## config.mk

```make
export PLATFORM = sky130hd
export DESIGN_NAME = sdhci_cmd_status
export DESIGN_NICKNAME = d
export VERILOG_FILES = /design/src/rtl/sdhci_cmd_status.sv
export SDC_FILE = /design/constraint.sdc
export NUM_CORES = 1
export LEC_CHECK = 0
export BUFFER_PORTS_ARGS = -buffer_cell sky130_fd_sc_hd__buf_2
export CORE_ASPECT_RATIO = 1.4
export CORE_MARGIN = 4
export CORE_UTILIZATION = 45
export DETAILED_ROUTE_END_ITERATION = 16
export PLACE_DENSITY = 0.67
export SYNTH_ARGS = -nofsm -noshare
export SYNTH_HDL_FRONTEND = slang
export SYNTH_SLANG_ARGS = --single-unit
```

## constraint.sdc

```tcl
create_clock -name clk_i -period 4.1 [get_ports clk_i]
set_input_delay 0.41 -clock clk_i [delete_from_list [all_inputs] [get_ports clk_i]]
set_output_delay 0.41 -clock clk_i [all_outputs]
set_load 0.1 [all_outputs]
```

## src/rtl/sdhci_cmd_status.sv

```systemverilog
// Command-path status tracker: follows one command through send, response and
// optional R1b busy phase (SDHCI_CMD_BUSY_CHECK_EN) and emits hw2reg write strobes.
module sdhci_cmd_status #(
  parameter int unsigned RSP_TIMEOUT_TICKS  = 64,
  parameter int unsigned BUSY_TIMEOUT_TICKS = 65535,
  parameter int unsigned CNT_W              = 16
) (
  input  logic       clk_i,
  input  logic       rst_i,
  input  logic       sd_tick_i,
  input  logic       cmd_valid_i,
  output logic       cmd_ready_o,
  input  logic [5:0] cmd_index_i,
  input  logic [1:0] rsp_type_i,
  input  logic       index_check_en_i,
  input  logic       crc_check_en_i,
  input  logic       tx_done_i,
  input  logic       rsp_valid_i,
  input  logic [5:0] rsp_index_i,
  input  logic       rsp_crc_ok_i,
  input  logic       rsp_end_bit_ok_i,
  input  logic       dat0_i,
  input  logic       abort_i,
  output logic       cmd_complete_de_o,
  output logic       err_de_o,
  output logic [4:0] err_o,
  output logic       inhibit_cmd_d_o,
  output logic       inhibit_cmd_de_o,
  output logic       inhibit_dat_d_o,
  output logic       inhibit_dat_de_o
);

`ifdef SDHCI_CMD_BUSY_CHECK_EN
  localparam bit BUSY_EN = 1'b1;
  typedef enum logic [1:0] {IDLE, SEND, WAIT_RSP, WAIT_BUSY} state_e;
`else
  localparam bit BUSY_EN = 1'b0;
  typedef enum logic [1:0] {IDLE, SEND, WAIT_RSP} state_e;
  logic unused_dat0;
  assign unused_dat0 = dat0_i;
`endif

  localparam int unsigned CNT_MAX_TICKS =
    (RSP_TIMEOUT_TICKS > BUSY_TIMEOUT_TICKS) ? RSP_TIMEOUT_TICKS : BUSY_TIMEOUT_TICKS;
  localparam logic [CNT_W-1:0] CNT_SAT    = CNT_W'(CNT_MAX_TICKS);
  localparam logic [CNT_W-1:0] RSP_LIMIT  = CNT_W'(RSP_TIMEOUT_TICKS);
  localparam logic [CNT_W-1:0] BUSY_LIMIT = CNT_W'(BUSY_TIMEOUT_TICKS);

  state_e           state_q, state_d;
  logic [CNT_W-1:0] cnt_q, cnt_d, cnt_inc;
  logic [5:0]       idx_q, idx_d;
  logic [1:0]       type_q, type_d;
  logic             idx_chk_q, idx_chk_d;
  logic             crc_chk_q, crc_chk_d;
  logic             ready_q, ready_d;
  logic             complete_q, complete_d;
  logic             err_de_q, err_de_d;
  logic [4:0]       err_q, err_d;
  logic             inh_cmd_val_q, inh_cmd_val_d;
  logic             inh_cmd_de_q, inh_cmd_de_d;
  logic             inh_dat_val_q, inh_dat_val_d;
  logic             inh_dat_de_q, inh_dat_de_d;
  logic [4:0]       rsp_err;

  // Counter holds at the largest configured limit instead of wrapping.
  assign cnt_inc = (cnt_q >= CNT_SAT) ? cnt_q : cnt_q + CNT_W'(1);

  always_comb begin
    state_d       = state_q;
    cnt_d         = cnt_q;
    idx_d         = idx_q;
    type_d        = type_q;
    idx_chk_d     = idx_chk_q;
    crc_chk_d     = crc_chk_q;
    complete_d    = 1'b0;
    err_de_d      = 1'b0;
    err_d         = '0;
    inh_cmd_val_d = 1'b0;
    inh_cmd_de_d  = 1'b0;
    inh_dat_val_d = 1'b0;
    inh_dat_de_d  = 1'b0;
    rsp_err       = '0;

    if (abort_i) begin
      state_d = IDLE;
      cnt_d   = '0;
      if (state_q != IDLE) begin
        inh_cmd_de_d = 1'b1;
        inh_dat_de_d = BUSY_EN;
      end
    end else begin
      case (state_q)
        IDLE: begin
          if (cmd_valid_i && ready_q) begin
            idx_d         = cmd_index_i;
            type_d        = (!BUSY_EN && rsp_type_i == 2'b11) ? 2'b10 : rsp_type_i;
            idx_chk_d     = index_check_en_i && (rsp_type_i != 2'b01);
            crc_chk_d     = crc_check_en_i;
            inh_cmd_val_d = 1'b1;
            inh_cmd_de_d  = 1'b1;
            inh_dat_val_d = BUSY_EN && (rsp_type_i == 2'b11);
            inh_dat_de_d  = BUSY_EN && (rsp_type_i == 2'b11);
            state_d       = SEND;
          end
        end
        SEND: begin
          if (tx_done_i) begin
            if (type_q == 2'b00) begin
              complete_d   = 1'b1;
              inh_cmd_de_d = 1'b1;
              state_d      = IDLE;
            end else begin
              cnt_d   = '0;
              state_d = WAIT_RSP;
            end
          end
        end
        WAIT_RSP: begin
          if (sd_tick_i) cnt_d = cnt_inc;
          // A response landing on the limit tick takes precedence over the timeout.
          if (rsp_valid_i) begin
            rsp_err = {1'b0,
                       idx_chk_q && (rsp_index_i != idx_q),
                       !rsp_end_bit_ok_i,
                       crc_chk_q && !rsp_crc_ok_i,
                       1'b0};
            inh_cmd_de_d = 1'b1;
            state_d      = IDLE;
            if (|rsp_err) begin
              err_de_d     = 1'b1;
              err_d        = rsp_err;
              inh_dat_de_d = BUSY_EN && (type_q == 2'b11);
            end else begin
              complete_d = 1'b1;
`ifdef SDHCI_CMD_BUSY_CHECK_EN
              if (type_q == 2'b11) begin
                cnt_d   = '0;
                state_d = WAIT_BUSY;
              end
`endif
            end
          end else if (cnt_d >= RSP_LIMIT) begin
            err_de_d     = 1'b1;
            err_d        = 5'b00001;
            inh_cmd_de_d = 1'b1;
            inh_dat_de_d = BUSY_EN && (type_q == 2'b11);
            state_d      = IDLE;
          end
        end
`ifdef SDHCI_CMD_BUSY_CHECK_EN
        WAIT_BUSY: begin
          if (dat0_i) begin
            inh_dat_de_d = 1'b1;
            state_d      = IDLE;
          end else begin
            if (sd_tick_i) cnt_d = cnt_inc;
            if (cnt_d >= BUSY_LIMIT) begin
              err_de_d     = 1'b1;
              err_d        = 5'b10000;
              inh_dat_de_d = 1'b1;
              state_d      = IDLE;
            end
          end
        end
`endif
        default: state_d = IDLE;
      endcase
    end

    ready_d = (state_d == IDLE);
  end

  always_ff @(posedge clk_i) begin
    if (rst_i) begin
      state_q       <= IDLE;
      cnt_q         <= '0;
      idx_q         <= '0;
      type_q        <= '0;
      idx_chk_q     <= 1'b0;
      crc_chk_q     <= 1'b0;
      ready_q       <= 1'b1;
      complete_q    <= 1'b0;
      err_de_q      <= 1'b0;
      err_q         <= '0;
      inh_cmd_val_q <= 1'b0;
      inh_cmd_de_q  <= 1'b0;
      inh_dat_val_q <= 1'b0;
      inh_dat_de_q  <= 1'b0;
    end else begin
      state_q       <= state_d;
      cnt_q         <= cnt_d;
      idx_q         <= idx_d;
      type_q        <= type_d;
      idx_chk_q     <= idx_chk_d;
      crc_chk_q     <= crc_chk_d;
      ready_q       <= ready_d;
      complete_q    <= complete_d;
      err_de_q      <= err_de_d;
      err_q         <= err_d;
      inh_cmd_val_q <= inh_cmd_val_d;
      inh_cmd_de_q  <= inh_cmd_de_d;
      inh_dat_val_q <= inh_dat_val_d;
      inh_dat_de_q  <= inh_dat_de_d;
    end
  end

  assign cmd_ready_o       = ready_q;
  assign cmd_complete_de_o = complete_q;
  assign err_de_o          = err_de_q;
  assign err_o             = err_q;
  assign inhibit_cmd_d_o   = inh_cmd_val_q;
  assign inhibit_cmd_de_o  = inh_cmd_de_q;
  assign inhibit_dat_d_o   = inh_dat_val_q;
  assign inhibit_dat_de_o  = inh_dat_de_q;

endmodule
```

**Word-level counts from Yosys, hierarchy flattened**

Cells that the tools add are included.
W data, S select, Z words.

- Flip-flop bits (word level): 38
- Input port bits: 26
- Output and inout bits: 12
- Logic and storage cells: 73

- Add/subtract/negate cells: 1
- $lt $le $gt $ge: 2
- Equality and inequality tests: 7
- Multiplexer cells: 31
- Bitwise gates (word level): 3
- Reductions and logical operators: 17

Operators by type and width:

| cell | number |
|---|---|
| $mux W16 | 6 |
| $pmux W16 S2 | 1 |
| $add A16 B1 Y16 const B | 1 |
| $ge A16 B16 Y1 const B | 1 |
| $ge A16 B7 Y1 const B | 1 |
| $mux W2 | 7 |
| $mux W1 | 12 |
| $reduce_or A3 Y1 | 3 |
| $logic_not A2 Y1 | 3 |
| $ne A6 B6 Y1 | 1 |
| $pmux W2 S3 | 1 |
| $reduce_and A3 Y1 | 2 |
| $mux W5 | 1 |
| $eq A2 B2 Y1 const B | 2 |
| $logic_and A1 B1 Y1 | 4 |
| $mux W4 | 1 |
| $ne A2 B2 Y1 const B | 2 |
| $reduce_bool A2 Y1 | 2 |
| $not A1 Y1 | 3 |
| $pmux W1 S3 | 1 |
| $eq A2 B1 Y1 const B | 1 |
| $logic_not A1 Y1 | 2 |
| $ne A2 B1 Y1 const B | 1 |
| $pmux W1 S2 | 1 |
| $reduce_or A2 Y1 | 1 |

**Longest topological paths before layout**

- Word-level depth: 11
- Mapped depth: 9
- Gate-level depth less buffers: 8

**Least setup slack after synthesis**

No wires, ideal clock.

- Kind: reg-to-reg
- Start: reg cnt_q[0]
- End: reg ready_q (netlist: cmd_ready_o)
- Setup time: 144 ps
- Arrival: 1,925 ps
- Data required time: 3,956 ps
- Slack: 2,031 ps
- Cell stages (with the launch flop): 8
- Buffers on the path: 0
- Clock period less this slack: 2,069 ps
- Path through: dfxtp_1 > ha_1 > nand4_1 > or4_4 > nand4_4 > mux2i_1 > nor4_4 > a311oi_1

- Word-level cells in the longest chain between the ends: 11
- Elaborated cells on any way between the ends: 12
- Classes of those cells: add/sub (1); order compare (2); mux (8); reduce/logical (1)

Ends and longest elaborated chain:

| item | RTL line | text |
|---|---|---|
| start: declaration | 50 | `logic [CNT_W-1:0] cnt_q, cnt_d, cnt_inc;` |
| start signal: assignment | 191 | `cnt_q <= cnt_d;` |
| $add A16 B1 Y16 or $ge A16 B16 Y1 (tied branches) | 66 | `assign cnt_inc = (cnt_q >= CNT_SAT) ? cnt_q : cnt_q + CNT_W'(1);` |
| $mux W16 | 66 |  |
| $mux W16 * | 119 | `if (sd_tick_i) cnt_d = cnt_inc;` |
| $mux W16 * | 92 | `case (state_q)` |
| $mux W16 * | 84 | `if (abort_i) begin` |
| $ge A16 B7 Y1 * | 142 | `end else if (cnt_d >= RSP_LIMIT) begin` |
| $mux W2 * | 142 |  |
| $mux W2 * | 121 | `if (rsp_valid_i) begin` |
| $pmux W2 S3 * | 92 |  |
| $mux W2 * | 84 |  |
| $logic_not A2 Y1 * | 170 | `ready_d = (state_d == IDLE);` |
| end signal: assignment | 196 | `ready_q <= ready_d;` |
| end: declaration | 55 | `logic ready_q, ready_d;` |

Mark *: on every way between the ends. The rest lies on a longest branch, timed or not. The select of a mux whose other input is x is not followed.
A chain may end at the register's enable or synchronous reset.

**Worst setup path in the final report**

Same ends and word-level chain as after synthesis.

==> metrics.txt <==
status finished, final reports clean; Mapped Cells 250; final setup fails 0; post-synthesis cell type count 47; CP Launch Type flip-flop; final WL 4570 µm; clk sinks 37; Yosys top cell by area dfxtp_1; H-tree Lvls 2; TritonCTS Buffers 5; worst hold slack 276 ps; Layout area overhead 14.6%; first-pass GRT wire length 7730 µm; # Max-Cap Violations 0; Peak Freq 407 MHz; CTS root buf clkbuf_8; vias 1854; slew margin rel. 55.6%; die area 5600 µm²; detailed placement HPWL 3470 µm; reg-to-reg slack, setup 1640 ps; ant diodes 0; Pre-antenna DRT Iters 6; Final WS setup 1640 ps; Vias/cell 5.45; DRC viols 0; Cell Area, Synth 2000 µm²; Period Utilization, post-route 60.0%; fillers 437; hold path startpoint rsp_end_bit_ok_i; Worst Max-Slew Pin Slew 660 ps; clk_skew 13.0 ps; Final Max Tran Viols 0; ratio of cells with drive above 1 in the final layout 18.2%; Synth top cells by count dfxtp_1 (37), nand2_1 (33), nor2_1 (24); Hold Path Depth 2; Mapped Avg Cell Area 8.02 µm²; WHS Endpoint err_o[2]$_SDFF_PP0_; HP Class input pin to flip-flop; clk buf depth 2; Worst Setup Path Type flip-flop to flip-flop; dpl ws 1670 ps; CTS tree done; Setup crit end kind flip-flop; effective utilization at floorplan 46.9%; antenna viol nets, final 0; I/O Pins 38; register area share after synthesis 37.0%; Max FO, Critical Path 8; setup TNS 0 ps; setup bufs post-CTS 0; Multi-input gate area 1170 µm²; Most used DFF post-synth dfxtp_1; # rows 28; RSZ-0062 raised after global routing no; Peak VDD IR 0.198 mV; most frequent cell after synthesis dfxtp_1; P per Cell Area 334 nW/µm²; FFs w/ async S/R, synth 0%; nets@finish 310; Clock Latency Late Sink 290 ps; top cells by area, synth dfxtp_1 (37%), nand2_1 (6.2%), a21oi_1 (5.0%); LEAKAGE 0.865 nW; post-synthesis register bit count 37; Port Buffers 33; antenna violations before repair 0; vias in the first global route 1757; Crit path required time 4240 ps; path depth of the worst reg2reg path 7; Reg clk slew, reported paths 80 ps; remaining global-route overflow 0; Hold Vio Cnt, Final 0; Final min period 2460 ps; largest net degree at the start of global routing 17; die height 87.0 µm; FF-to-FF Start cnt_q[0]$_SDFFE_PP0P_; final core occ 53.7%; Post-synth EDFFs 0; capturing point of the worst reg2reg path cmd_ready_o$_SDFF_PP1_; top cell type's share of synthesized area 37.0%; placer congestion estimate 0.899; CTS resizes 0; placeable core area 4270 µm²; Worst EP arrival 2600 ps; gr usage total 17.5%; register area 741 µm²; CTS Hold Bufs 0; Yosys warnings 0; initial drt markers 104; die width 64.4 µm; WL/cell 13.4 µm
==> registers in the layout (all words and copies together), names as in the netlist <==
register	cells
cnt_q	16
idx_q	6
err_o	4
state_q	2
type_q	2
cmd_complete_de_o	1
cmd_ready_o	1
crc_chk_q	1
err_de_o	1
idx_chk_q	1
inhibit_cmd_d_o	1
inhibit_cmd_de_o	1
==> cell usage in the layout (no fill, tap or decap), types with 6 or more instances in the layout <==
master	netlist	final
a21oi_1	20	20
xor2_1	6	6
inv_1	7	7
nor3_1	11	11
dfxtp_1	37	37
o21ai_0	8	8
nand4_1	8	8
xnor2_1	6	6
nand2_1	33	33
nor2_1	24	24
nand3_1	12	12
buf_2	1	33
==> per-layer routing <==
layer | GRT usage [%] | up-vias | wire length, µm
li1 | - | 956 | -
met1 | 18.3 | 855 | 1880
met2 | 32.8 | 35 | 2400
met3 | 4.39 | 8 | 185
met4 | 7.69 | 0 | 97
met5 | 0 | - | 0
==> per-stage QoR <==
| stage | cells | area (µm²) | power [mW] |
|---|---|---|---|
| 2_1_floorplan | 252 | 2010 | 0.432 |
| 3_3_place_gp | 332 | 2180 | 0.452 |
| 3_5_place_dp | 332 | 2180 | 0.452 |
| 4_1_cts | 340 | 2300 | 0.775 |
| 5_1_grt | 340 | 2300 | 0.798 |
| 6_report | 340 | 2300 | 0.766 |
==> worst max-delay path, cell delays in order (launching register included) <==
cell      delay, ps
dfxtp_1         420
ha_1            330
nand4_1         130
or4_4           480
nand4_4         140
mux2i_1         150
nor4_4          510
a311oi_1        150
==> power breakdown <==
group,switching (mW),internal (mW)
Sequential,0.00418,0.366
Clock,0.141,0.182
Combinational,0.0514,0.0223
==> worst max-delay path by stage <==
stage	startpoint	endpoint	depth (start not counted)
finish	cnt_q[0]$_SDFFE_PP0P_	cmd_ready_o$_SDFF_PP1_	7
global route	cnt_q[0]$_SDFFE_PP0P_	cmd_ready_o$_SDFF_PP1_	7
CTS	cnt_q[0]$_SDFFE_PP0P_	cmd_ready_o$_SDFF_PP1_	7
detailed placement	cnt_q[0]$_SDFFE_PP0P_	cmd_ready_o$_SDFF_PP1_	7
global placement	cnt_q[0]$_SDFFE_PP0P_	cmd_ready_o$_SDFF_PP1_	7
floorplan	cnt_q[0]$_SDFFE_PP0P_	cmd_ready_o$_SDFF_PP1_	7
==> final cells by class <==
cell class / count / share of cell area [%]
Multi-Input combinational cell: 194 / 50.8
Sequential cell: 37 / 32.2
Timing Repair Buffer: 34 / 7.52
Tap cell: 60 / 3.27
Clock buffer: 5 / 3.00
Clock inverter: 3 / 2.02
Inverter: 7 / 1.14
==> kinds of logic after synthesis <==
| family | share of synthesized area, % |
|---|---|
| buffers and inverters | 5.18 |
| AOI/OAI and AO/OA | 18.5 |
| xor gates and xnor gates | 5.24 |
| muxes | 0.999 |
| DFF | 37.0 |
| adders and majority gates | 3.12 |
| and+or+nand+nor | 29.8 |
| other | 0.187 |
Note: power is estimated with default switching activity, not from simulation.
